## config.mk

```make
export PLATFORM = sky130hd
export DESIGN_NAME = serial_alu_controller
export DESIGN_NICKNAME = d
export VERILOG_FILES = /design/src/rtl/serial_alu_controller_pkg.sv /design/src/rtl/serial_alu_controller_one_bit_alu.sv /design/src/rtl/serial_alu_controller.sv
export SDC_FILE = /design/constraint.sdc
export NUM_CORES = 1
export LEC_CHECK = 0
export CORE_ASPECT_RATIO = 0.7
export CORE_MARGIN = 3
export CORE_UTILIZATION = 25
export DETAILED_ROUTE_END_ITERATION = 12
export GPL_TIMING_DRIVEN = 0
export PLACE_DENSITY = 0.48
export SLEW_MARGIN = 15
export SYNTH_ARGS = -nofsm -noshare
export SYNTH_HDL_FRONTEND = slang
export SYNTH_SLANG_ARGS = --single-unit
```

## constraint.sdc

```tcl
create_clock -name clk_i -period 7.7 [get_ports clk_i]
set_clock_uncertainty 0.2 [all_clocks]
set_input_delay 1.155 -clock clk_i [delete_from_list [all_inputs] [get_ports clk_i]]
set_output_delay 1.155 -clock clk_i [all_outputs]
set_load 0.1 [all_outputs]
```

## src/rtl/serial_alu_controller_pkg.sv

```systemverilog
// Shared definitions for the bit-serial ALU controller and its one-bit ALU.
//   CONTROL_WIDTH / MUX_WIDTH : control word and mux select widths
//   F0..F4                    : bit positions inside the control word
//   SEL_*                     : mux select codes (5..7 are illegal)
//   state_t                   : controller FSM state encoding
//   sel_is_legal()            : true for select codes 0..4
package serial_alu_controller_pkg;

    localparam int CONTROL_WIDTH = 5;
    localparam int MUX_WIDTH     = 3;

    // Control word layout: [2:0] select, [3] B enable, [4] A invert.
    localparam int F0 = 0;
    localparam int F1 = 1;
    localparam int F2 = 2;
    localparam int F3 = 3;
    localparam int F4 = 4;

    localparam logic [MUX_WIDTH-1:0] SEL_AND = 3'd0;
    localparam logic [MUX_WIDTH-1:0] SEL_OR  = 3'd1;
    localparam logic [MUX_WIDTH-1:0] SEL_XOR = 3'd2;
    localparam logic [MUX_WIDTH-1:0] SEL_ADD = 3'd3;
    localparam logic [MUX_WIDTH-1:0] SEL_SUB = 3'd4;

    typedef enum logic [1:0] {
        ST_IDLE = 2'd0,
        ST_RUN  = 2'd1,
        ST_DONE = 2'd2
    } state_t;

    function automatic logic sel_is_legal(input logic [MUX_WIDTH-1:0] sel);
        return sel <= SEL_SUB;
    endfunction

endpackage

```

## src/rtl/serial_alu_controller_one_bit_alu.sv

```systemverilog
// One-bit ALU slice used once per clock by the serial controller.
//   a, b        : operand bits (before A invert / B enable are applied)
//   carry_in    : carry from the previous bit
//   borrow_in   : borrow from the previous bit
//   f           : control word (select, B enable, A invert)
//   y           : result bit for the selected operation (0 for illegal selects)
//   carry_out   : full-adder carry, produced for every select
//   borrow_out  : full-subtractor borrow, produced for every select
module one_bit_alu
    import serial_alu_controller_pkg::*;
(
    input  logic                     a,
    input  logic                     b,
    input  logic                     carry_in,
    input  logic                     borrow_in,
    input  logic [CONTROL_WIDTH-1:0] f,
    output logic                     y,
    output logic                     carry_out,
    output logic                     borrow_out
);

    logic a_eff;
    logic b_eff;
    logic sum;
    logic diff;

    assign a_eff = f[F4] ? ~a : a;
    assign b_eff = f[F3] ? b : 1'b0;

    assign sum        = a_eff ^ b_eff ^ carry_in;
    assign carry_out  = (a_eff & b_eff) | (carry_in & (a_eff ^ b_eff));
    assign diff       = a_eff ^ b_eff ^ borrow_in;
    assign borrow_out = (~a_eff & b_eff) | (~(a_eff ^ b_eff) & borrow_in);

    always_comb begin
        y = 1'b0;
        case (f[F2:F0])
            SEL_AND: y = a_eff & b_eff;
            SEL_OR:  y = a_eff | b_eff;
            SEL_XOR: y = a_eff ^ b_eff;
            SEL_ADD: y = sum;
            SEL_SUB: y = diff;
            default: y = 1'b0;
        endcase
    end

endmodule

```

## src/rtl/serial_alu_controller.sv

```systemverilog
// Bit-serial ALU controller: runs one WIDTH-bit operation LSB first through a
// single one_bit_alu, one bit per clock.
//   clk_i, rst_i        : clock, asynchronous active-high reset
//   start_i, f_i        : start request and control word (sampled in IDLE only)
//   a_i, b_i            : operands, captured on an accepted start
//   busy_o              : high in RUN and DONE
//   done_o              : one-cycle pulse; result_o/carry_o/borrow_o valid
//   err_o               : one-cycle pulse after a start with an illegal select
//   result_o, carry_o,
//   borrow_o            : outputs of the last completed operation (held)
//   state_o             : current FSM state, for observation
//
// Handshake: start_i is a request, not a valid/ready pair. It is accepted only
// when busy_o is low (IDLE) and the select is legal; while busy_o is high it is
// dropped, never queued. done_o marks the single cycle in which new results
// first appear; the next start may be accepted in the cycle after done_o.
module serial_alu_controller
    import serial_alu_controller_pkg::*;
#(
    parameter int WIDTH = 8
) (
    input  logic                     clk_i,
    input  logic                     rst_i,
    input  logic                     start_i,
    input  logic [CONTROL_WIDTH-1:0] f_i,
    input  logic [WIDTH-1:0]         a_i,
    input  logic [WIDTH-1:0]         b_i,
    output logic                     busy_o,
    output logic                     done_o,
    output logic                     err_o,
    output logic [WIDTH-1:0]         result_o,
    output logic                     carry_o,
    output logic                     borrow_o,
    output state_t                   state_o
);

    localparam int                CNT_W    = (WIDTH > 1) ? $clog2(WIDTH) : 1;
    localparam logic [CNT_W-1:0]  CNT_LAST = CNT_W'(WIDTH - 1);

    state_t                   state_q;
    state_t                   state_d;
    logic [WIDTH-1:0]         a_q;
    logic [WIDTH-1:0]         b_q;
    logic [CONTROL_WIDTH-1:0] f_q;
    logic [CNT_W-1:0]         cnt_q;
    logic                     carry_q;
    logic                     borrow_q;
    logic [WIDTH-1:0]         shift_q;
    logic [WIDTH-1:0]         shift_next;
    logic [WIDTH-1:0]         result_q;
    logic                     carry_out_q;
    logic                     borrow_out_q;
    logic                     err_q;

    logic alu_y;
    logic alu_carry;
    logic alu_borrow;
    logic accept;
    logic last_bit;

    one_bit_alu u_alu (
        .a          (a_q[cnt_q]),
        .b          (b_q[cnt_q]),
        .carry_in   (carry_q),
        .borrow_in  (borrow_q),
        .f          (f_q),
        .y          (alu_y),
        .carry_out  (alu_carry),
        .borrow_out (alu_borrow)
    );

    assign accept   = (state_q == ST_IDLE) && start_i && sel_is_legal(f_i[F2:F0]);
    assign last_bit = (state_q == ST_RUN) && (cnt_q == CNT_LAST);

    always_comb begin
        shift_next        = shift_q;
        shift_next[cnt_q] = alu_y;
    end

    // State register
    always_ff @(posedge clk_i or posedge rst_i) begin
        if (rst_i) state_q <= ST_IDLE;
        else       state_q <= state_d;
    end

    // Next-state logic
    always_comb begin
        state_d = state_q;
        case (state_q)
            ST_IDLE: if (accept)   state_d = ST_RUN;
            ST_RUN:  if (last_bit) state_d = ST_DONE;
            ST_DONE: state_d = ST_IDLE;
            default: state_d = ST_IDLE;
        endcase
    end

    // FSM outputs
    always_comb begin
        busy_o = 1'b0;
        done_o = 1'b0;
        case (state_q)
            ST_RUN:  busy_o = 1'b1;
            ST_DONE: begin
                busy_o = 1'b1;
                done_o = 1'b1;
            end
            default: ;
        endcase
    end

    // Datapath: operand capture, serial shift, flags and held outputs.
    always_ff @(posedge clk_i or posedge rst_i) begin
        if (rst_i) begin
            a_q          <= '0;
            b_q          <= '0;
            f_q          <= '0;
            cnt_q        <= '0;
            carry_q      <= 1'b0;
            borrow_q     <= 1'b0;
            shift_q      <= '0;
            result_q     <= '0;
            carry_out_q  <= 1'b0;
            borrow_out_q <= 1'b0;
            err_q        <= 1'b0;
        end else begin
            err_q <= (state_q == ST_IDLE) && start_i && !sel_is_legal(f_i[F2:F0]);
            if (accept) begin
                a_q      <= a_i;
                b_q      <= b_i;
                f_q      <= f_i;
                cnt_q    <= '0;
                carry_q  <= 1'b0;
                borrow_q <= 1'b0;
            end else if (state_q == ST_RUN) begin
                shift_q  <= shift_next;
                carry_q  <= alu_carry;
                borrow_q <= alu_borrow;
                // Counter parks at the terminal count instead of wrapping.
                if (cnt_q != CNT_LAST) cnt_q <= cnt_q + 1'b1;
            end
            // Outputs load on the edge entering DONE so they are already valid
            // while done_o is high; they carry the same values the shift
            // register and flags hold during DONE.
            if (last_bit) begin
                result_q     <= shift_next;
                carry_out_q  <= alu_carry;
                borrow_out_q <= alu_borrow;
            end
        end
    end

    assign err_o    = err_q;
    assign result_o = result_q;
    assign carry_o  = carry_out_q;
    assign borrow_o = borrow_out_q;
    assign state_o  = state_q;

endmodule

```

==> results of run 1 <==
==> cell families (layout without fill, tap and decap cells) <==
logic type,after synthesis,after routing,share of synthesized area
flops,47,47,0.500
simple gates,120,120,0.234
compound gates,54,54,0.153
fa+ha+maj,8,8,0.0425
buf+inv,20,67,0.0436
mux,2,2,0.00851
xor+xnor,4,4,0.0181
==> power groups by stage <==
stage | clock, mW | combinational [mW] | sequential (mW)
2_1_floorplan | 0 | 0.390 | 0.542
3_3_place_gp | 0 | 0.697 | 0.414
3_5_place_dp | 0 | 0.706 | 0.417
4_1_cts | 0.286 | 0.708 | 0.413
5_1_grt | 0.298 | 0.775 | 0.424
6_report | 0.281 | 0.700 | 0.412
==> state kept, by name, summed over array words and instances, names as in the netlist <==
register	flops
borrow_o	1
b_q	8
shift_q	8
carry_q	1
a_q	8
err_o	1
f_q	5
cnt_q	3
result_o	8
carry_o	1
borrow_q	1
state_o	2
==> worst register-to-register path, cell delays in order, from the launching register on <==
cell and delay [ns]:
dfrtp_1 0.40, buf_6 0.14, nor3b_1 0.67, a22oi_1 0.17
and4_4 0.28, xor2_1 0.16, ha_1 0.43, xor2_1 0.16
o21ai_0 0.10, a21oi_2 0.34, buf_2 0.31, o31ai_1 0.12
==> worst paths after layout <==
check	from	cells past startpoint	slack, ns	to
min	shift_q[1]	2	0.27	shift_q[1]
max reg2reg	cnt_q[0]	11	4.10	shift_q[0]
max	cnt_q[0]	11	4.10	shift_q[0]
min reg2reg	shift_q[1]	2	0.27	shift_q[1]
min in group asynchronous	rst_i	2	1.05	result_o[3]
max in group asynchronous	rst_i	3	5.71	a_q[3]
==> cell usage in the layout, fill, tap and decap left out, types with 7 or more instances in the layout <==
cell type	synthesis	layout
nor3b_1	8	8
ha_1	8	8
nor2_1	11	11
o21ai_0	10	10
o31ai_1	15	15
dfrtp_1	47	47
clkdlybuf4s50_1	0	38
nand2_1	84	84
a21oi_1	14	14
clkbuf_1	6	7
==> through the flow <==
step,utilization,cells,setup WS [ns]
after global routing,0.352,422,3.74
after CTS,0.352,422,4.04
after global placement,0.328,413,4.09
after floorplan,-,255,4.36
final,0.352,422,4.10
after detailed placement,0.330,414,4.07
==> metal layers <==
| metal | up-vias | global-route usage |
|---|---|---|
| li1 | 962 | - |
| met1 | 877 | 0.184 |
| met2 | 40 | 0.174 |
| met3 | 5 | 0.0273 |
| met4 | 0 | 0.0183 |
| met5 | - | 0 |
==> cell type report <==
| cell class | instances | area share |
|---|---|---|
| tap | 120 | 0.0485 |
| sequential | 47 | 0.380 |
| clock buffer | 6 | 0.0417 |
| timing repair buffer | 39 | 0.129 |
| multi-input combinational | 188 | 0.347 |
| clock inverter | 2 | 0.0194 |
| buffer | 13 | 0.0247 |
| inverter | 7 | 0.00850 |
==> metrics.md, run 1 <==
| Metric | Value |
|---|---|
| Post-synthesis sequential area ratio | 0.500 |
| Ys Warns | 0 |
| Core footprint | 0.00879 mm² |
| Tcrit/Tclk final | 0.468 |
| Die width | 122 µm |
| Hold Path Class | reg -> reg |
| Synth cell count leaders | 84 x nand2_1, 47 x dfrtp_1, 15 x o31ai_1 |
| Final-report hold violation count | 0 |
| Detailed Place HPWL | 4380 µm |
| Register Area | 0.00118 mm² |
| Max Root-Sink Buffers | 2 |
| Total power | 1.39 mW |
| Fmax | 0.278 GHz |
| Post-route ant nets | 0 |
| Fraction of registers with async set or reset after synthesis | 1.00 |
| # fillers | 925 |
| Syn Inst Count | 255 |
| Number of synthesized flops with an enable pin | 0 |
| Peak supply drop | 0.151 mV |
| Die H | 87.2 µm |
| CP max stage delay | 0.67 ns |
| Slew Limit Fails | 0 |
| Switching share of power | 0.459 |
| Worst-path cell chain | buf_6 > nor3b_1 > a22oi_1 > and4_4 > xor2_1 > ha_1 > xor2_1 > o21ai_0 > a21oi_2 > buf_2 > o31ai_1 |
| Post-synth top flop | dfrtp_1 |
| Routed wl met3 | 329 µm |
| Worst hold slack | 0.271 ns |
| TritonCTS clock tree | done |
| Largest net degree at the start of global routing | 27 |
| Final cell area excluding filler cells | 0.00309 mm² |
| CP arrival | 3.57 ns |
| CP top delay family | simple AND/OR/NAND/NOR gates |
| Most common cell in the synthesized netlist | nand2_1 |
| Area leader, netlist | dfrtp_1 |
| PortBufs | 38 |
| CTS root buf | clkbuf_16 |
| Initial antenna violation count | 0 |
| Status | complete, no violations |
| Clock Power Share | 0.202 |
| Drt via density | 4.46 |
| WL/cell | 13.9 µm |
| Sequential Power Share | 0.296 |
| Die ar. | 0.0106 mm² |
| Max-slew headroom | 0.348 |
| Final WL | 5870 µm |
| RSZ-0062 raised after global routing | false |
| Most used cell, CP | xor2_1 |
| # hold bufs at CTS | 0 |
| Clk sinks | 47 |
| Distinct cells, synth | 36 |
| Final setup vio count | 0 |
| Switching Power | 0.639 mW |
| P per Cell Area | 450 mW/mm² |
| Global-route wire length before repair | 10100 µm |
| Fin Setup TNS | 0 ns |
| Number of diodes | 0 |
| GPL Wtd Cong | 0.721 |
| Tmin final | 3.60 ns |
| Area occupied by multi-input gates | 0.00107 mm² |
| Inserted Clock Buffers | 5 |
| Pint | 0.753 mW |
| 1st-pass router iterations | 4 |
| Grt total ovfl | 0 |
| Max cap viols | 0 |
| Worst-margin pin slew | 0.975 ns |
| Avg Inst Size Synth | 9.23 µm² |
| Final nets | 333 |
| Required @ worst endpoint | 7.67 ns |
| Setup Buffers After CTS | 0 |
| CP max FO | 10 |
| Static Leak | 1.37 nW |
| Worst skew pair latency | 0.29 ns |
| Yosys top cell area share | 0.500 |
| Combinational share of power | 0.503 |
| Post-DP Area | 0.00290 mm² |
| Critical Path End Type | flop |
| Top Layer Used | met4 |
| H-tree depth | 2 |
| Starting Density | 0.268 |
| Metal2 WL | 2400 µm |
| Worst Path Buf+Inv | 2 |
| Area growth syn-to-layout | 31.4% |
| Slowest cell on crit path | nor3b_1 |
| Top cells by area, synth | dfrtp_1 50%, nand2_1 13%, o31ai_1 4.8% |
| Syn nets | 287 |
| # IOs | 39 |
| Setup crit start kind | flop |
| CTS resizes | 0 |
| Wire length on met1 | 3110 µm |
| Share of cells above drive strength 1 | 0.0894 |
| Total number of vias | 1884 |
| Gr usage total | 0.120 |
| Post-synthesis register bit count | 47 |
| Critical path class | reg -> reg |
| # rows | 28 |
| CTS clk-pin slew, worst paths | 0.07 ns |
| Post-Syn Area | 0.00235 mm² |
| Initial DRC Count | 111 |
| # DRC | 0 |
| Number of global-route vias before repair | 1905 |
Power figures use the tool's default switching activity.
==> run 2, diff against run 1 <==
clock period = 3.7 ns   (was 7.7 ns; I/O delays follow)
==> metrics.md, run 2 (synthesized netlist as in run 1, its figures left out) <==
| Metric | Value |
|---|---|
| Final-report hold violation count | 0 |
| CTS resizes | 0 |
| CP top delay family | compound AO/OA/AOI/OAI gates |
| Detailed Place HPWL | 4380 µm |
| CP max stage delay | 0.43 ns |
| Status | complete, no violations |
| Clk sinks | 47 |
| Area growth syn-to-layout | 31.8% |
| Required @ worst endpoint | 3.67 ns |
| Number of global-route vias before repair | 1905 |
| Placed cells | 414 |
| CP max FO | 10 |
| Grt total ovfl | 0 |
| # IOs | 39 |
| WL/cell | 14.0 µm |
| Max Root-Sink Buffers | 2 |
| Peak supply drop | 0.316 mV |
| Die H | 87.2 µm |
| PortBufs | 38 |
| Total power | 2.90 mW |
| Critical Path End Type | flop |
| # fillers | 925 |
| Total number of vias | 1878 |
| Commonest cells after routing, fill and taps aside | 84 x nand2_1, 47 x dfrtp_1, 38 x clkdlybuf4s50_1 |
| Setup Buffers After CTS | 0 |
| Tcrit/Tclk final | 0.899 |
| Initial antenna violation count | 0 |
| Most used cell, CP | xor2_1 |
| Worst hold slack | 0.274 ns |
| # DRC | 0 |
| Static Leak | 1.37 nW |
| # rows | 28 |
| Worst-margin pin slew | 0.975 ns |
| GPL Wtd Cong | 0.721 |
| TritonCTS clock tree | done |
| P per Cell Area | 936 mW/mm² |
| Drt via density | 4.45 |
| Area occupied by multi-input gates | 0.00108 mm² |
| CTS clk-pin slew, worst paths | 0.07 ns |
| Die width | 122 µm |
| Critical path class | reg -> reg |
| Max cap viols | 0 |
| Inserted Clock Buffers | 5 |
| RSZ-0062 raised after global routing | false |
| # hold bufs at CTS | 0 |
| Worst Path Buf+Inv | 2 |
| Post-route ant nets | 0 |
| Worst skew pair latency | 0.29 ns |
| Register Area | 0.00118 mm² |
| Die ar. | 0.0106 mm² |
| Most common cell after layout, fill and taps aside | nand2_1 |
| Gr usage total | 0.120 |
| 1st-pass router iterations | 4 |
| Fin Setup TNS | 0 ns |
| Final cell area excluding filler cells | 0.00310 mm² |
| Tmin final | 3.33 ns |
| Finished Layout Cells | 422 |
| Max-slew headroom | 0.348 |
| Slew Limit Fails | 0 |
| Setup crit start kind | flop |
| Largest net degree at the start of global routing | 27 |
| Post-DP Area | 0.00290 mm² |
| Initial DRC Count | 123 |
| Final setup vio count | 0 |
| Worst-path cell chain | buf_6 > nor3b_2 > a22oi_1 > and4_4 > xor2_1 > ha_1 > xor2_1 > o21ai_0 > a21oi_2 > buf_2 > o31ai_1 |
| Slowest cell on crit path | ha_1 |
| H-tree depth | 2 |
| Final WL | 5900 µm |
| Fmax | 0.301 GHz |
| Hold Path Class | reg -> reg |
| CTS root buf | clkbuf_16 |
| Number of diodes | 0 |
| Share of cells above drive strength 1 | 0.0960 |
| Final nets | 333 |
| Starting Density | 0.268 |
| Core footprint | 0.00879 mm² |
| CP arrival | 3.29 ns |
| Global-route wire length before repair | 10100 µm |
## run 2: path summary, 6_finish.rpt
kind	start	endpoint	slack [ns]	depth (start not counted)
min reg2reg	shift_q[1]	shift_q[1]	0.27	2
max	cnt_q[0]	shift_q[0]	0.37	11
min in group asynchronous	rst_i	result_o[3]	0.45	2
max in group asynchronous	rst_i	a_q[3]	2.31	3
max reg2reg	cnt_q[0]	shift_q[0]	0.37	11
min	shift_q[1]	shift_q[1]	0.27	2
## run 2: worst min-delay path: stages (launching register included)
cell	delay (ns)
dfrtp_1	0.34
nand2_1	0.05
o31ai_1	0.05
## run 2: final cells by class
type / instances / share of cell area
Sequential cell: 47 / 0.379
Multi-Input combinational cell: 188 / 0.350
Timing Repair Buffer: 39 / 0.129
Tap cell: 120 / 0.0484
Clock buffer: 6 / 0.0415
Buffer: 13 / 0.0246
Clock inverter: 2 / 0.0194
Inverter: 7 / 0.00847
## run 2: layer usage
layer,routed length (µm),global-route usage,share of wire
met3,356,0.0273,0.060
met4,33,0.0183,0.0056
met1,3120,0.184,0.53
met5,0,0,0
met2,2390,0.174,0.41
## run 2: metrics by stage
stage	setup slack, ns	util
after floorplan	0.798	-
after CTS	0.0429	0.352
after global routing	0.0523	0.353
after global placement	0.0863	0.328
final	0.374	0.353
after detailed placement	0.0749	0.330
## run 2: report_power, final
part / total, mW / switching, mW / internal [mW]
clock: 0.585 / 0.198 / 0.388
combinational: 1.46 / 0.999 / 0.464
sequential: 0.856 / 0.136 / 0.719
